[config.mk]
export PLATFORM = sky130hd
export DESIGN_NAME = axis_to_aes_if_flat
export DESIGN_NICKNAME = d
export VERILOG_FILES = /design/src/rtl/axis_to_aes_if_pkg.sv /design/src/rtl/axis_to_aes_if_if.sv /design/src/rtl/axis_to_aes_if_skid.sv /design/src/rtl/axis_to_aes_if.sv /design/src/flat_wrapper.sv
export SDC_FILE = /design/constraint.sdc
export NUM_CORES = 1
export LEC_CHECK = 0
export ABC_AREA = 1
export BUFFER_PORTS_ARGS = -buffer_cell sky130_fd_sc_hd__buf_2
export CORE_MARGIN = 2
export CORE_UTILIZATION = 49
export CTS_CLUSTER_SIZE = 30
export DETAILED_ROUTE_END_ITERATION = 16
export PLACE_DENSITY = 0.85
export SYNTH_ARGS = -nofsm -noshare
export SYNTH_HDL_FRONTEND = slang
export SYNTH_SLANG_ARGS = --single-unit
[constraint.sdc]
create_clock -name clk -period 1.8 [get_ports clk]
set_input_delay 0.36 -clock clk [delete_from_list [all_inputs] [get_ports clk]]
set_output_delay 0.36 -clock clk [all_outputs]
set_load 0.01 [all_outputs]
[src/rtl/axis_to_aes_if_pkg.sv]
// Shared definitions for the AES-CTR AXIS ingress/egress glue: default widths and tkeep legality.
// Pure declarations; no latency or flow-control behaviour of its own.
package axis_to_aes_if_pkg;

  localparam int DATA_W_DEF = 128;
  localparam int KEEP_W_DEF = DATA_W_DEF / 8;
  localparam logic [KEEP_W_DEF-1:0] ALL_ONES_KEEP = '1;

  // Widest tkeep the legality helper accepts; callers zero-extend into it.
  localparam int KEEP_MAX = 64;

  // Non-last beats must be fully populated; a last beat must be a nonzero LSB-contiguous run.
  function automatic logic keep_legal(input logic [KEEP_MAX-1:0] keep, input logic last,
                                      input int keep_w);
    logic [KEEP_MAX-1:0] mask;
    mask = '0;
    for (int i = 0; i < KEEP_MAX; i++) begin
      mask[i] = (i < keep_w);
    end
    if (!last) begin
      return keep == mask;
    end
    return (keep != '0) && ((keep & ~mask) == '0) && ((keep & (keep + 1'b1)) == '0);
  endfunction

endpackage

[src/rtl/axis_to_aes_if_if.sv]
// Bundle of the AXIS slave side, the AES core input side and the error counter.
// slave is the glue's view, master the view of whatever drives the stream and the core ready.
interface axis_to_aes_if_if
  import axis_to_aes_if_pkg::*;
#(
  parameter int DATA_W = DATA_W_DEF,
  parameter int KEEP_W = DATA_W / 8,
  parameter int IDX_W  = 32,
  parameter int ERR_W  = 16
);
  logic [DATA_W-1:0] s_tdata;
  logic [KEEP_W-1:0] s_tkeep;
  logic              s_tlast;
  logic              s_tvalid;
  logic              s_tready;

  logic [DATA_W-1:0] in_data;
  logic [KEEP_W-1:0] in_keep;
  logic              in_last;
  logic              in_first;
  logic [IDX_W-1:0]  in_blk_idx;
  logic              in_err;
  logic              in_valid;
  logic              in_ready;

  logic [ERR_W-1:0]  err_cnt;

  modport slave (
    input  s_tdata, s_tkeep, s_tlast, s_tvalid, in_ready,
    output s_tready, in_data, in_keep, in_last, in_first, in_blk_idx, in_err, in_valid, err_cnt
  );

  modport master (
    output s_tdata, s_tkeep, s_tlast, s_tvalid, in_ready,
    input  s_tready, in_data, in_keep, in_last, in_first, in_blk_idx, in_err, in_valid, err_cnt
  );
endinterface

[src/rtl/axis_to_aes_if_skid.sv]
// Two-entry skid buffer (output register + skid register), full throughput, registered up_rdy.
// 1-cycle latency; up_rdy drops on the edge that fills the skid and rises on the edge that empties it.
module axis_to_aes_if_skid #(
  parameter int         W       = 8,
  parameter logic [W-1:0] RST_DAT = '0
) (
  input  logic         clk,
  input  logic         rst,
  input  logic         up_vld,
  output logic         up_rdy,
  input  logic [W-1:0] up_dat,
  output logic         dn_vld,
  input  logic         dn_rdy,
  output logic [W-1:0] dn_dat
);
  logic         out_vld;
  logic         skid_vld;
  logic         rdy_q;
  logic [W-1:0] out_dat;
  logic [W-1:0] skid_dat;
  logic         accept;
  logic         out_free;

  assign accept   = up_vld & rdy_q;
  assign out_free = ~out_vld | dn_rdy;

  // rdy_q is 0 whenever skid_vld is 1, so a skid refill never races an accept.
  always_ff @(posedge clk) begin
    if (rst) begin
      out_vld  <= 1'b0;
      skid_vld <= 1'b0;
      rdy_q    <= 1'b0;
      out_dat  <= RST_DAT;
      skid_dat <= RST_DAT;
    end else if (out_free) begin
      rdy_q <= 1'b1;
      if (skid_vld) begin
        out_vld  <= 1'b1;
        out_dat  <= skid_dat;
        skid_vld <= 1'b0;
      end else if (accept) begin
        out_vld <= 1'b1;
        out_dat <= up_dat;
      end else begin
        out_vld <= 1'b0;
      end
    end else if (accept) begin
      skid_vld <= 1'b1;
      skid_dat <= up_dat;
      rdy_q    <= 1'b0;
    end else begin
      rdy_q <= ~skid_vld;
    end
  end

  assign up_rdy = rdy_q;
  assign dn_vld = out_vld;
  assign dn_dat = out_dat;
endmodule

[src/rtl/axis_to_aes_if.sv]
// AXIS slave to AES-CTR core input: frames packets (first flag, block index, tkeep legality, error count).
// 1-cycle latency at 1 beat/cycle; s_tready is registered and drops only when the skid register is full.
module axis_to_aes_if
  import axis_to_aes_if_pkg::*;
#(
  parameter int DATA_W = DATA_W_DEF,
  parameter int KEEP_W = DATA_W / 8,
  parameter int IDX_W  = 32,
  parameter int ERR_W  = 16
) (
  input  logic               clk,
  input  logic               rst,
  axis_to_aes_if_if.slave    bus
);
  typedef struct packed {
    logic [DATA_W-1:0] data;
    logic [KEEP_W-1:0] keep;
    logic              last;
    logic              first;
    logic [IDX_W-1:0]  blk_idx;
    logic              err;
  } beat_t;

  localparam beat_t RST_BEAT = '{data: '0, keep: '0, last: 1'b0, first: 1'b1,
                                 blk_idx: '0, err: 1'b0};

  logic             rdy;
  logic             accept;
  logic             illegal;
  logic             first_q;
  logic [IDX_W-1:0] idx_q;
  logic [ERR_W-1:0] err_q;
  beat_t            up_beat;
  beat_t            dn_beat;

  assign accept  = bus.s_tvalid & rdy;
  assign illegal = !keep_legal(KEEP_MAX'(bus.s_tkeep), bus.s_tlast, KEEP_W);

  // Annotations are stamped at s-side accept so they ride through the buffer with their beat.
  assign up_beat = '{data: bus.s_tdata, keep: bus.s_tkeep, last: bus.s_tlast, first: first_q,
                     blk_idx: idx_q, err: illegal};

  always_ff @(posedge clk) begin
    if (rst) begin
      first_q <= 1'b1;
      idx_q   <= '0;
      err_q   <= '0;
    end else if (accept) begin
      first_q <= bus.s_tlast;
      idx_q   <= bus.s_tlast ? '0 : idx_q + 1'b1;
      if (illegal && (err_q != '1)) begin
        err_q <= err_q + 1'b1;
      end
    end
  end

  axis_to_aes_if_skid #(
    .W       ($bits(beat_t)),
    .RST_DAT (RST_BEAT)
  ) u_skid (
    .clk    (clk),
    .rst    (rst),
    .up_vld (bus.s_tvalid),
    .up_rdy (rdy),
    .up_dat (up_beat),
    .dn_vld (bus.in_valid),
    .dn_rdy (bus.in_ready),
    .dn_dat (dn_beat)
  );

  assign bus.s_tready   = rdy;
  assign bus.in_data    = dn_beat.data;
  assign bus.in_keep    = dn_beat.keep;
  assign bus.in_last    = dn_beat.last;
  assign bus.in_first   = dn_beat.first;
  assign bus.in_blk_idx = dn_beat.blk_idx;
  assign bus.in_err     = dn_beat.err;
  assign bus.err_cnt    = err_q;
endmodule

[src/flat_wrapper.sv]
// flat-port wrapper written by rule: the top's interface ports become plain ports
module axis_to_aes_if_flat import axis_to_aes_if_pkg::*;
#(
  parameter int DATA_W = DATA_W_DEF,
  parameter int KEEP_W = DATA_W / 8,
  parameter int IDX_W  = 32,
  parameter int ERR_W  = 16
)
  (clk, rst, bus_s_tdata, bus_s_tkeep, bus_s_tlast, bus_s_tvalid, bus_in_ready, bus_s_tready, bus_in_data, bus_in_keep, bus_in_last, bus_in_first, bus_in_blk_idx, bus_in_err, bus_in_valid, bus_err_cnt);
  axis_to_aes_if_if #(.DATA_W(DATA_W), .KEEP_W(KEEP_W), .IDX_W(IDX_W), .ERR_W(ERR_W)) bus_i ();
  input  logic clk;
  input  logic rst;
  input wire logic [$bits(bus_i.s_tdata)-1:0] bus_s_tdata;
  input wire logic [$bits(bus_i.s_tkeep)-1:0] bus_s_tkeep;
  input wire logic [$bits(bus_i.s_tlast)-1:0] bus_s_tlast;
  input wire logic [$bits(bus_i.s_tvalid)-1:0] bus_s_tvalid;
  input wire logic [$bits(bus_i.in_ready)-1:0] bus_in_ready;
  output wire logic [$bits(bus_i.s_tready)-1:0] bus_s_tready;
  output wire logic [$bits(bus_i.in_data)-1:0] bus_in_data;
  output wire logic [$bits(bus_i.in_keep)-1:0] bus_in_keep;
  output wire logic [$bits(bus_i.in_last)-1:0] bus_in_last;
  output wire logic [$bits(bus_i.in_first)-1:0] bus_in_first;
  output wire logic [$bits(bus_i.in_blk_idx)-1:0] bus_in_blk_idx;
  output wire logic [$bits(bus_i.in_err)-1:0] bus_in_err;
  output wire logic [$bits(bus_i.in_valid)-1:0] bus_in_valid;
  output wire logic [$bits(bus_i.err_cnt)-1:0] bus_err_cnt;
  assign bus_i.s_tdata = bus_s_tdata;
  assign bus_i.s_tkeep = bus_s_tkeep;
  assign bus_i.s_tlast = bus_s_tlast;
  assign bus_i.s_tvalid = bus_s_tvalid;
  assign bus_i.in_ready = bus_in_ready;
  assign bus_s_tready = bus_i.s_tready;
  assign bus_in_data = bus_i.in_data;
  assign bus_in_keep = bus_i.in_keep;
  assign bus_in_last = bus_i.in_last;
  assign bus_in_first = bus_i.in_first;
  assign bus_in_blk_idx = bus_i.in_blk_idx;
  assign bus_in_err = bus_i.in_err;
  assign bus_in_valid = bus_i.in_valid;
  assign bus_err_cnt = bus_i.err_cnt;
  axis_to_aes_if #(.DATA_W(DATA_W), .KEEP_W(KEEP_W), .IDX_W(IDX_W), .ERR_W(ERR_W)) u_core (.clk(clk), .rst(rst), .bus(bus_i));
endmodule
======== Yosys cells after proc, flatten, opt, wreduce, memory -nomap -nowiden ========
Index checks and enable logic that the tools add are counted.
operators by class
  reductions and logical operators ........ 10
  add/sub/neg operators ................... 3
  mux-type cells .......................... 8
  equality and inequality tests ........... 2
  bitwise logic cells ..................... 6
operators by type and width
  operator               number
  $mux 179               2
  $and 16x64->64         1
  $logic_not 64->1       1
  $add 32x1->32 const B  1
  $mux 32                1
  $add 16x1->17 const B  1
  $add 16x1->16 const B  1
  $eq 16x16->1 const B   1
  $ne 16x16->1 const B   1
  $reduce_bool 16->1     1
  $reduce_and 2->1       3
  $mux 1                 5
  $not 1->1              3
  $logic_and 1x1->1      2
  $reduce_bool 2->1      1
  $reduce_or 2->1        1
  $and 1x1->1            1
  $logic_not 1->1        1
  $or 1x1->1             1
storage, ports and cells
  output and inout port bits .............. 197
  register bits after elaboration ......... 410
  word-level logic and storage cells ...... 37
  input port bits ......................... 149

======== Logic depth before layout (Yosys ltp) ========
Gate-level depths: netlist of run 1.
  word-level depth ........................ 8
  gate-level depth with buffers ........... 13
  mapped depth without buffers ............ 12

======== Modules after synthesis ========
From an unflattened synthesis of run 1, not the netlist that was laid out.
second synthesis, totals
  cells, all modules ...................... 3158
  area, all modules ....................... 19779.0 µm²
by module, submodules not included
  module               area an instance (µm²)  seq. area each (µm²)  cells each  times used
  axis_to_aes_if_skid  16490.8                 7226.9                2675        1
  axis_to_aes_if       3288.2                  980.9                 483         1

======== Worst setup path after synthesis of run 1 ========
No wires, ideal clock.
  kind .................................... reg2reg
  start ................................... register u_core.err_q[0], in the netlist u_core.bus.err_cnt[0]
  end ..................................... register u_core.err_q[13], in the netlist u_core.bus.err_cnt[13]
  path slack .............................. -0.035 ns
  path buffers ............................ 1
  setup time .............................. 0.142 ns
  cell stages (with the launch flop) ...... 12
  data arrival time ....................... 1.693 ns
  required time ........................... 1.658 ns
  period minus slack after synthesis ...... 1.835 ns
  cells stage by stage .................... dfxtp_1 > ha_1 > nand2_1 > nor2_1 > nand2_1 > nor2_1 > nand4_1 > nand3_2 > nor2_2 > buf_6 > nand2_1 > a21oi_2
between the ends
  longest elaborated chain between the ends .. 3
  elaborated cells on any way between the ends .. 4
  classes of those cells .................. add/sub: 1; eq/ne: 1; reduce/logical: 2
ends and longest elaborated chain
  element                                                line                  text
  start: declaration                                     axis_to_aes_if.sv:32  logic [ERR_W-1:0] err_q;
  start signal: assignment                               axis_to_aes_if.sv:52  err_q <= err_q + 1'b1;
  branches (longest 3 deep; another with $add 16x1->16)  -
Several ways; the timed one is not identified.
A chain may end at the register's enable or synchronous reset.

======== Worst setup path in the final report of run 1 ========
  start ................................... register u_core.idx_q[0]
  end ..................................... register u_core.idx_q[26]
between the ends
  longest elaborated chain between the ends .. 2
ends and longest elaborated chain
  element                   line                  text
  start: declaration        axis_to_aes_if.sv:31  logic [IDX_W-1:0] idx_q;
  start signal: assignment  axis_to_aes_if.sv:50  idx_q <= bus.s_tlast ? '0 : idx_q + 1'b1;
  $add 32x1->32             axis_to_aes_if.sv:50
  $mux 32                   axis_to_aes_if.sv:50
No other way between the ends.

==> results of run 1 <==
-- kinds of logic (layout without fill, tap and decap cells) --
kind of cell,Yosys count,in the layout,synth area share
simple gates,950,950,0.233
compound gates,628,628,0.207
flops,410,410,0.495
buf+inv,232,586,0.0542
xor+xnor,18,18,0.00950
fa+ha+maj,2,2,0.00151
other cells,0,4,0
-- sequential cells by signal, indices dropped and copies added, names as in the netlist --
register and count:
u_core.u_skid.dn_dat 179, u_core.u_skid.skid_dat 179, u_core.idx_q 32, u_core.bus.err_cnt 16, u_core.first_q 1, u_core.u_skid.dn_vld 1
u_core.u_skid.skid_vld 1, u_core.u_skid.up_rdy 1
-- worst max-delay path, cell delays in order (launching register included) --
cell and delay (ns):
dfxtp_2 0.37, ha_4 0.16, nand3_4 0.09, nor2_4 0.12
nand2_2 0.09, nor3_4 0.23, nand2_2 0.13, nor2_4 0.15
nand2_2 0.08, o21ai_1 0.12, nand2_1 0.06, nor2_1 0.11
-- power breakdown --
group	internal [W]	switching (W)
logic	0.000710	0.00107
registers	0.00945	0.000194
clock network	0.00546	0.00359
total	0.0156	0.00486
-- path summary, 6_finish.rpt --
check	from	endpoint	slack, ns	cells after the start
max	u_core.idx_q[0]$_SDFFE_PP0P_	u_core.idx_q[26]$_SDFFE_PP0P_	0.04	11
min	bus_s_tdata[34]	u_core.u_skid.skid_dat[85]$_SDFFE_PP0P_	0.07	3
max reg2reg	u_core.idx_q[0]$_SDFFE_PP0P_	u_core.idx_q[26]$_SDFFE_PP0P_	0.04	11
min reg2reg	u_core.u_skid.dn_dat[0]$_SDFFE_PP0P_	u_core.u_skid.dn_dat[0]$_SDFFE_PP0P_	0.46	2
-- metrics by stage --
stage / cell area (um2) / setup TNS (ns)
3_5_place_dp: 19200 / -11.61
6_report: 20900 / 0
4_1_cts: 20600 / -0.0189
5_1_grt: 20900 / -0.360
3_3_place_gp: 19200 / -4.12
2_1_floorplan: 16600 / 0
-- repair_timing --
item / 4_1_cts / 5_1_grt
buffers inserted: 0 / 11
pin swaps: 0 / 12
gates cloned: 0 / 1
gates resized for setup: 2 / 31
setup endpoints to repair: 15 / 204
-- per-layer routing --
layer	global-route usage	vias up	routed length, um
met4	0.104	2	1810
li1	-	8154	-
met2	0.446	724	23100
met5	0	-	13
met3	0.0687	123	4390
met1	0.316	7897	19600
-- cell type report --
class / count / area [um2]
clock buffer: 64 / 1280
inverter: 65 / 272
sequential: 410 / 8230
antenna: 4 / 10.0
tap: 448 / 561
timing repair buffer: 446 / 2790
clock inverter: 11 / 158
fill: 2801 / 12600
multi-input combinational: 1598 / 7600
-- cell usage in the layout (no fill, tap or decap), types with 4 or more instances in the layout --
master,n
dfxtp_4,4
bufinv_16,4
o21ai_1,8
nand3_1,22
a21oi_1,56
a21oi_2,11
diode_2,4
nor2_2,5
nor2_4,10
buf_4,77
nor3_1,15
a31oi_1,177
nand4_1,17
clkinv_2,6
buf_2,345
inv_1,56
inv_2,4
clkbuf_16,46
clkbuf_1,11
nor4_1,6
dfxtp_1,403
nor2_1,360
xnor2_1,9
o21ai_0,364
clkbuf_8,8
a211oi_1,5
buf_12,23
nand2_2,21
xor2_1,9
nand2_1,478
==> impl_metrics.env, run 1 <==
export IMPL_cp_start_kind="flip-flop"
export IMPL_coreArea_um2=33400
export IMPL_final_util=0.625
export IMPL_hold_viol=0
export IMPL_period_minus_slack_ns=1.76
export IMPL_irDropWorstVdd_v=0.000689
export IMPL_yosys_top_cells_count="nand2_1 (483), dfxtp_1 (410), o21ai_0 (365)"
export IMPL_detail_route_antenna_nets=0
export IMPL_hold_buffers=0
export IMPL_synth_seq_cells=410
export IMPL_slew_headroom=0.520
export IMPL_layoutNonFillerInstCount=3046
export IMPL_fmax_mhz=567
export IMPL_yosys_most_used_dff="dfxtp_1"
export IMPL_drc=0
export IMPL_fin_hold_ws_ns=0.0687
export IMPL_ys_warn_count=0
export IMPL_cp_end_kind="flip-flop"
export IMPL_cts_sinks=410
export IMPL_synth_seq_area_share=0.495
export IMPL_ys_types=39
export IMPL_finClkSkew_ns=0.0179
export IMPL_io_buffer_count=345
export IMPL_grt_pass1_vias=16000
export IMPL_area_growth_pct=25.9
export IMPL_synth_net_count=2391
export IMPL_die_y_um=188
export IMPL_drv_slew=0
export IMPL_critPathArrivalTime_ns=2.24
export IMPL_async_flop_share=0
export IMPL_post_drt_wl_per_cell_um=16.0
export IMPL_clk_latency_ns=0.54
export IMPL_path_clk_slew_ns=0.06
export IMPL_grt_max_degree=121
export IMPL_rsz0062_at_grt="yes"
export IMPL_critical_path_required_ns=2.27
export IMPL_placed_cells=2955
export IMPL_power_total_w=0.0205
export IMPL_synth_top_cell_area_share=0.495
export IMPL_place_congestion=0.860
export IMPL_rows=67
export IMPL_pre_cts_ws_ns=-0.286
export IMPL_cts_path_max_buffers=3
export IMPL_initial_core_util=0.496
export IMPL_fin_nets=2715
export IMPL_power_density_nw_per_um2=980
export IMPL_die_area_um2=35400
export IMPL_num_io_pins=346
export IMPL_fin_crit_sh=0.980
export IMPL_drtIter0Drc=1438
export IMPL_drt_first_pass_iters=5
export IMPL_synth_most_common_cell="nand2_1"
export IMPL_setup_viol=0
export IMPL_synth_top_cell_by_area="dfxtp_1"
export IMPL_synth_area_per_cell_um2=7.41
export IMPL_critPathKind="reg -> reg"
export IMPL_cts_root_buf="clkbuf_16"
export IMPL_cap_viol_max_count=0
export IMPL_cts_tree="done"
export IMPL_grt_overflow_total=0
export IMPL_grt_antenna_before_repair=7
export IMPL_netlist_area_um2=16600
export IMPL_cts_max_level=2
export IMPL_synth_cells=2240
export IMPL_vias=16900
export IMPL_holdCritPathClass="in -> reg"
export IMPL_cts_buffers=43
export IMPL_dpl_hpwl_um=31500
export IMPL_cp_max_fo=5
export IMPL_grt_pass1_wl_um=77900
export IMPL_vias_per_cell=5.55
export IMPL_worstMarginPinSlew_ns=0.720
export IMPL_setup_slack_ns=0.0357
export IMPL_wl_um=48900
export IMPL_synth_area_top_cells="dfxtp_1 (49%), o21ai_0 (11%), nand2_1 (11%), nor2_1 (8.2%), a31oi_1 (6.7%)"
export IMPL_status="finished, final reports clean"
export IMPL_p_leak_nw=9.18
export IMPL_layout_drive_gt1_share=0.228
export IMPL_die_x_um=188
export IMPL_grt_total_usage=0.262
export IMPL_synth_edf_count=0
Note: power is estimated with default switching activity, not from simulation.
==> run 2: changes to the inputs <==
--- a/config.mk
+++ b/config.mk
@@ -8,10 +8,10 @@
 export ABC_AREA = 1
 export BUFFER_PORTS_ARGS = -buffer_cell sky130_fd_sc_hd__buf_2
 export CORE_MARGIN = 2
-export CORE_UTILIZATION = 49
+export CORE_UTILIZATION = 50
 export CTS_CLUSTER_SIZE = 30
 export DETAILED_ROUTE_END_ITERATION = 16
-export PLACE_DENSITY = 0.85
+export PLACE_DENSITY = 0.83
 export SYNTH_ARGS = -nofsm -noshare
 export SYNTH_HDL_FRONTEND = slang
 export SYNTH_SLANG_ARGS = --single-unit
==> constraint.sdc (replaced) <==
create_clock -name clk -period 1.73 [get_ports clk]
set_input_delay 0.346 -clock clk [delete_from_list [all_inputs] [get_ports clk]]
set_output_delay 0.346 -clock clk [all_outputs]
set_load 0.01 [all_outputs]
==> run 2 against run 1 <==
Compared with the run above: routed wire length is 1.5% higher; fmax up 3.9%; combinational power is 4% higher; clock power up 5.2%; via count up 0.55%; register-to-register slack is essentially flat; critical path type unchanged.
==> impl_metrics.env, run 2 (synthesis results as in run 1) <==
export IMPL_crit_chain="ha_4, nand2_4, nor2_4, nand2_2, nor2_1, nand4_1, buf_6, nand4_4, nand2_1, a21oi_1"
export IMPL_fill_cells=2685
export IMPL_cts_root_buf="clkbuf_16"
export IMPL_drt_first_pass_iters=6
export IMPL_layout_drive_gt1_share=0.246
export IMPL_path_clk_slew_ns=0.06
export IMPL_period_minus_slack_ns=1.70
export IMPL_cp_end_kind="flip-flop"
export IMPL_status="finished, final reports clean"
export IMPL_grt_total_usage=0.272
export IMPL_cts_sinks=410
export IMPL_place_congestion=0.911
export IMPL_rsz0062_at_grt="yes"
export IMPL_coreArea_um2=32600
export IMPL_multi_input_area_um2=7710
export IMPL_vias=17000
export IMPL_reg2reg_from="u_core.bus.err_cnt[1]$_SDFFE_PP0P_"
export IMPL_final_common_cell="nand2_1"
export IMPL_fmax_mhz=589
export IMPL_worst_path_max_delay_cell="dfxtp_2"
export IMPL_post_drt_wl_per_cell_um=16.2
export IMPL_startpoint="u_core.bus.err_cnt[1]$_SDFFE_PP0P_"
export IMPL_crit_family="simple AND/OR/NAND/NOR gates"
export IMPL_critPathBufInv=1
export IMPL_highest_layer="met5"
export IMPL_cts_path_max_buffers=3
export IMPL_initial_core_util=0.509
export IMPL_pre_cts_ws_ns=-0.315
export IMPL_placed_cells=2974
export IMPL_rows=66
export IMPL_cts_tree="done"
export IMPL_grt_overflow_total=0
export IMPL_area_growth_pct=27.8
export IMPL_fin_crit_sh=0.981
export IMPL_crit_path_max_incr_delay_ns=0.35
export IMPL_p_leak_nw=9.39
export IMPL_cts_buffers=43
export IMPL_die_area_um2=34700
export IMPL_hold_buffers=0
export IMPL_clk_latency_ns=0.54
export IMPL_met2_length_um=23500
export IMPL_drc=0
export IMPL_slew_headroom=0.403
export IMPL_cts_max_level=2
export IMPL_num_io_pins=346
export IMPL_detail_route_antenna_nets=0
export IMPL_grt_pass1_wl_um=78000
export IMPL_io_buffer_count=345
export IMPL_grt_max_degree=103
export IMPL_met1_length_um=19700
export IMPL_critPathArrivalTime_ns=2.15
export IMPL_setup_viol=0
export IMPL_cp_max_fo=8
export IMPL_die_y_um=186
export IMPL_vias_per_cell=5.54
export IMPL_critPathKind="reg -> reg"
export IMPL_die_x_um=186
export IMPL_dr_wl_met3_um=4720
export IMPL_finClkSkew_ns=0.0177
export IMPL_cp_start_kind="flip-flop"
export IMPL_worstHoldStart="bus_s_tdata[28]"
export IMPL_final_cell_mix="nand2_1 (476), dfxtp_1 (401), nor2_1 (357), buf_2 (345), o21ai_0 (336)"
export IMPL_setup_slack_ns=0.0326
export IMPL_worstMarginPinSlew_ns=0.895
export IMPL_drv_slew=0
export IMPL_drtIter0Drc=1305
export IMPL_irDropWorstVdd_v=0.000799
export IMPL_grt_antenna_before_repair=4
export IMPL_cap_viol_max_count=0
export IMPL_holdCritPathClass="in -> reg"
export IMPL_dpl_hpwl_um=32500
export IMPL_wl_um=49600
export IMPL_grt_pass1_vias=16000
export IMPL_fin_nets=2743
export IMPL_seqCellArea_um2=8230
export IMPL_layoutNonFillerInstCount=3070
export IMPL_power_density_nw_per_um2=1010
export IMPL_hold_viol=0
export IMPL_critical_path_required_ns=2.19
[run 2: path summary, 6_finish.rpt]
kind                                        endpoint  slack (ns)  cells after the start
max reg2reg       u_core.bus.err_cnt[1]$_SDFFE_PP0P_        0.03                     10
min          u_core.u_skid.skid_dat[79]$_SDFFE_PP0P_        0.06                      3
min reg2reg     u_core.u_skid.dn_dat[0]$_SDFFE_PP0P_        0.47                      2
max               u_core.bus.err_cnt[1]$_SDFFE_PP0P_        0.03                     10
[run 2: worst min-delay path, stage by stage]
cell	delay, ns
buf_2	0.08
nor2_1	0.04
nor2_1	0.08
[run 2: layout make-up]
type / instances / area share
inverter: 65 / 0.0129
tap: 442 / 0.0261
timing repair buffer: 473 / 0.139
multi-input combinational: 1599 / 0.364
clock buffer: 66 / 0.0629
antenna: 2 / 0.000236
clock inverter: 13 / 0.00702
sequential: 410 / 0.388
[run 2: power breakdown]
part / total, W / internal, W / switching (W)
clock network: 0.00952 / 0.00576 / 0.00376
registers: 0.0100 / 0.00983 / 0.000219
logic: 0.00186 / 0.000737 / 0.00113
total: 0.0214 / 0.0163 / 0.00510
[run 2: per-layer routing]
layer | up-vias | global-route usage
met5 | - | 0
met1 | 7927 | 0.326
met2 | 704 | 0.461
li1 | 8223 | -
met3 | 135 | 0.0837
met4 | 4 | 0.0967
[run 2: what timing repair did]
action	in CTS	in global routing
hold endpoints to repair	0	0
setup buffers	4	10
setup endpoints to repair	21	207
cloned	1	0
pin swaps	3	17
resized for setup	7	79
[run 2: stage by stage]
| step | instance area, um2 | setup TNS [ns] | hold slack [ns] | utilization | total power, W |
|---|---|---|---|---|---|
| after detailed placement | 19400 | -14.43 | 0.464 | 0.593 | 0.0120 |
| final | 21200 | 0 | 0.0576 | 0.650 | 0.0214 |
| after floorplan | 16600 | 0 | 0.441 | - | 0.0111 |
| after CTS | 20900 | -0.00242 | 0.0342 | 0.641 | 0.0215 |
| after global routing | 21200 | -0.468 | 0.0449 | 0.650 | 0.0222 |
| after global placement | 19400 | -5.49 | 0.454 | 0.593 | 0.0120 |
==> run 3: changes to the inputs <==
==> constraint.sdc (replaced) <==
create_clock -name clk -period 2 [get_ports clk]
set_input_delay 0.2 -clock clk [delete_from_list [all_inputs] [get_ports clk]]
set_output_delay 0.2 -clock clk [all_outputs]
set_load 0.01 [all_outputs]
==> run 3 against run 2 <==
Compared with the run above: critical path depth down 1; worst hold slack got worse by 0.032 ns; highest routed layer is now met4; design area grew 2.3%; clock power shrank 14%; die area stayed put; global-route usage up 2.2 points; critical endpoint is now u_core.u_skid.dn_dat[115]$_SDFFE_PP0P_.
==> impl_metrics.env, run 3 (synthesis results as in run 1) <==
export IMPL_status="finished, final reports clean"
export IMPL_hold_viol=0
export IMPL_grt_overflow_total=0
export IMPL_final_setup_tns_ns=0
export IMPL_cp_start_kind="flip-flop"
export IMPL_die_y_um=186
export IMPL_min_path_cells=3
export IMPL_worstHoldStart="bus_s_tlast"
export IMPL_grt_pass1_vias=16700
export IMPL_grt_max_degree=128
export IMPL_power_density_nw_per_um2=861
export IMPL_holdCritPathClass="in -> reg"
export IMPL_cap_viol_max_count=0
export IMPL_final_util=0.665
export IMPL_rows=66
export IMPL_drt_first_pass_iters=9
export IMPL_coreArea_um2=32600
export IMPL_hold_end="u_core.u_skid.dn_dat[34]$_SDFFE_PP0P_"
export IMPL_finClkSkew_ns=0.0163
export IMPL_layoutNonFillerInstCount=3126
export IMPL_critPathArrivalTime_ns=2.30
export IMPL_post_drt_wl_per_cell_um=17.1
export IMPL_fin_crit_sh=0.947
export IMPL_grt_pass1_wl_um=83300
export IMPL_cts_root_buf="clkbuf_16"
export IMPL_final_common_cell="nand2_1"
export IMPL_reg2reg_from="u_core.u_skid.up_rdy$_SDFF_PP0_"
export IMPL_cp_end_kind="flip-flop"
export IMPL_initial_core_util=0.509
export IMPL_fin_hold_ws_ns=0.0252
export IMPL_cp_max_fo=50
export IMPL_clk_latency_ns=0.54
export IMPL_vias_per_cell=5.66
export IMPL_period_minus_slack_ns=1.89
export IMPL_io_buffer_count=345
export IMPL_cts_path_max_buffers=3
export IMPL_drv_slew=0
export IMPL_cts_buffers=43
export IMPL_reg2reg_depth=9
export IMPL_slew_headroom=0.508
export IMPL_area_growth_pct=30.8
export IMPL_die_x_um=186
export IMPL_critical_path_required_ns=2.41
export IMPL_drtIter0Drc=1582
export IMPL_place_congestion=0.849
export IMPL_rrSetupSlack_ns=0.11
export IMPL_fmax_mhz=528
export IMPL_critPathKind="reg -> reg"
export IMPL_die_area_um2=34700
export IMPL_grt_antenna_before_repair=3
export IMPL_power_total_w=0.0187
export IMPL_p_leak_nw=9.44
export IMPL_final_cell_mix="nand2_1 (482), dfxtp_1 (406), o21ai_0 (365), nor2_1 (361), buf_2 (345)"
export IMPL_crit_reg2reg_capture="u_core.u_skid.dn_dat[115]$_SDFFE_PP0P_"
export IMPL_cts_setup_buffers=0
export IMPL_wl_um=53400
export IMPL_num_io_pins=346
export IMPL_dpl_hpwl_um=30400
export IMPL_path_clk_slew_ns=0.07
export IMPL_detail_route_antenna_nets=0
export IMPL_irDropWorstVdd_v=0.000673
export IMPL_layout_drive_gt1_share=0.195
export IMPL_vias=17700
export IMPL_fin_nets=2800
export IMPL_cts_sinks=410
export IMPL_setup_viol=0
export IMPL_drc=0
export IMPL_rsz0062_at_grt="yes"
export IMPL_placed_cells=2903
export IMPL_cts_max_level=2
export IMPL_worstMarginPinSlew_ns=0.738
export IMPL_cts_tree="done"
export IMPL_grt_total_usage=0.294
-- run 3: changes by cell type in the layout (fill, tap and decap cells not counted), sizes merged --
cell and delta:
inv +1, buf -86, clkbuf +2, clkinv -4, diode +3, nand4 -1
clkinvlp -2, dlygate4sd3 +143
-- run 3: routing by layer --
layer / GRT usage / wire length (um) / vias up
met5: 0 / 0 / -
met4: 0.145 / 2540 / 0
met3: 0.0870 / 5540 / 232
met2: 0.488 / 25100 / 1060
met1: 0.347 / 20200 / 8087
li1: - / - / 8328
-- run 3: worst max-delay path by stage --
stage	slack, ns	from	to
detailed placement	0.09	u_core.idx_q[0]$_SDFFE_PP0P_	u_core.idx_q[20]$_SDFFE_PP0P_
finish	0.11	u_core.u_skid.up_rdy$_SDFF_PP0_	u_core.u_skid.dn_dat[115]$_SDFFE_PP0P_
CTS	0.07	u_core.idx_q[0]$_SDFFE_PP0P_	u_core.idx_q[26]$_SDFFE_PP0P_
floorplan	0.17	u_core.bus.err_cnt[0]$_SDFFE_PP0P_	u_core.bus.err_cnt[13]$_SDFFE_PP0P_
global placement	0.13	u_core.bus.err_cnt[1]$_SDFFE_PP0P_	u_core.bus.err_cnt[10]$_SDFFE_PP0P_
global route	-0.04	u_core.u_skid.up_rdy$_SDFF_PP0_	u_core.u_skid.dn_dat[115]$_SDFFE_PP0P_
-- run 3: cell type report --
type	count	area, um2
Fill cell	2465	10900
Antenna cell	5	12.5
Tap cell	442	553
Timing Repair Buffer	531	3690
Multi-Input combinational cell	1598	7510
Inverter	65	268
Sequential cell	410	8220
Clock buffer	67	1320
Clock inverter	8	130
-- run 3: repair_timing --
item / CTS / global route
hold buffers: 143 / 0
hold endpoints to repair: 282 / 0
setup endpoints to repair: 0 / 135
resized for setup: 0 / 10
-- run 3: stage by stage --
step | cell area, um2 | setup WS [ns]
after global routing | 21700 | -0.0424
after floorplan | 16600 | 0.165
final | 21700 | 0.106
after CTS | 21700 | 0.0659
after global placement | 18800 | 0.132
after detailed placement | 18800 | 0.0920
-- run 3: power by group --
part	leakage [nW]	switching (W)	total (W)	internal (W)
Sequential	3.34	0.000203	0.00871	0.00851
Combinational	5.39	0.00104	0.00183	0.000781
Clock	0.713	0.00324	0.00814	0.00490
-- run 3: critical path, stage by stage, from the launching register on --
cell	delay (ns)
dfxtp_1	0.31
nand2_2	0.14
clkinv_2	0.10
nor2_1	0.17
inv_1	0.09
nand2_2	0.15
inv_8	0.16
buf_12	0.22
o21ai_0	0.29
a31oi_1	0.12
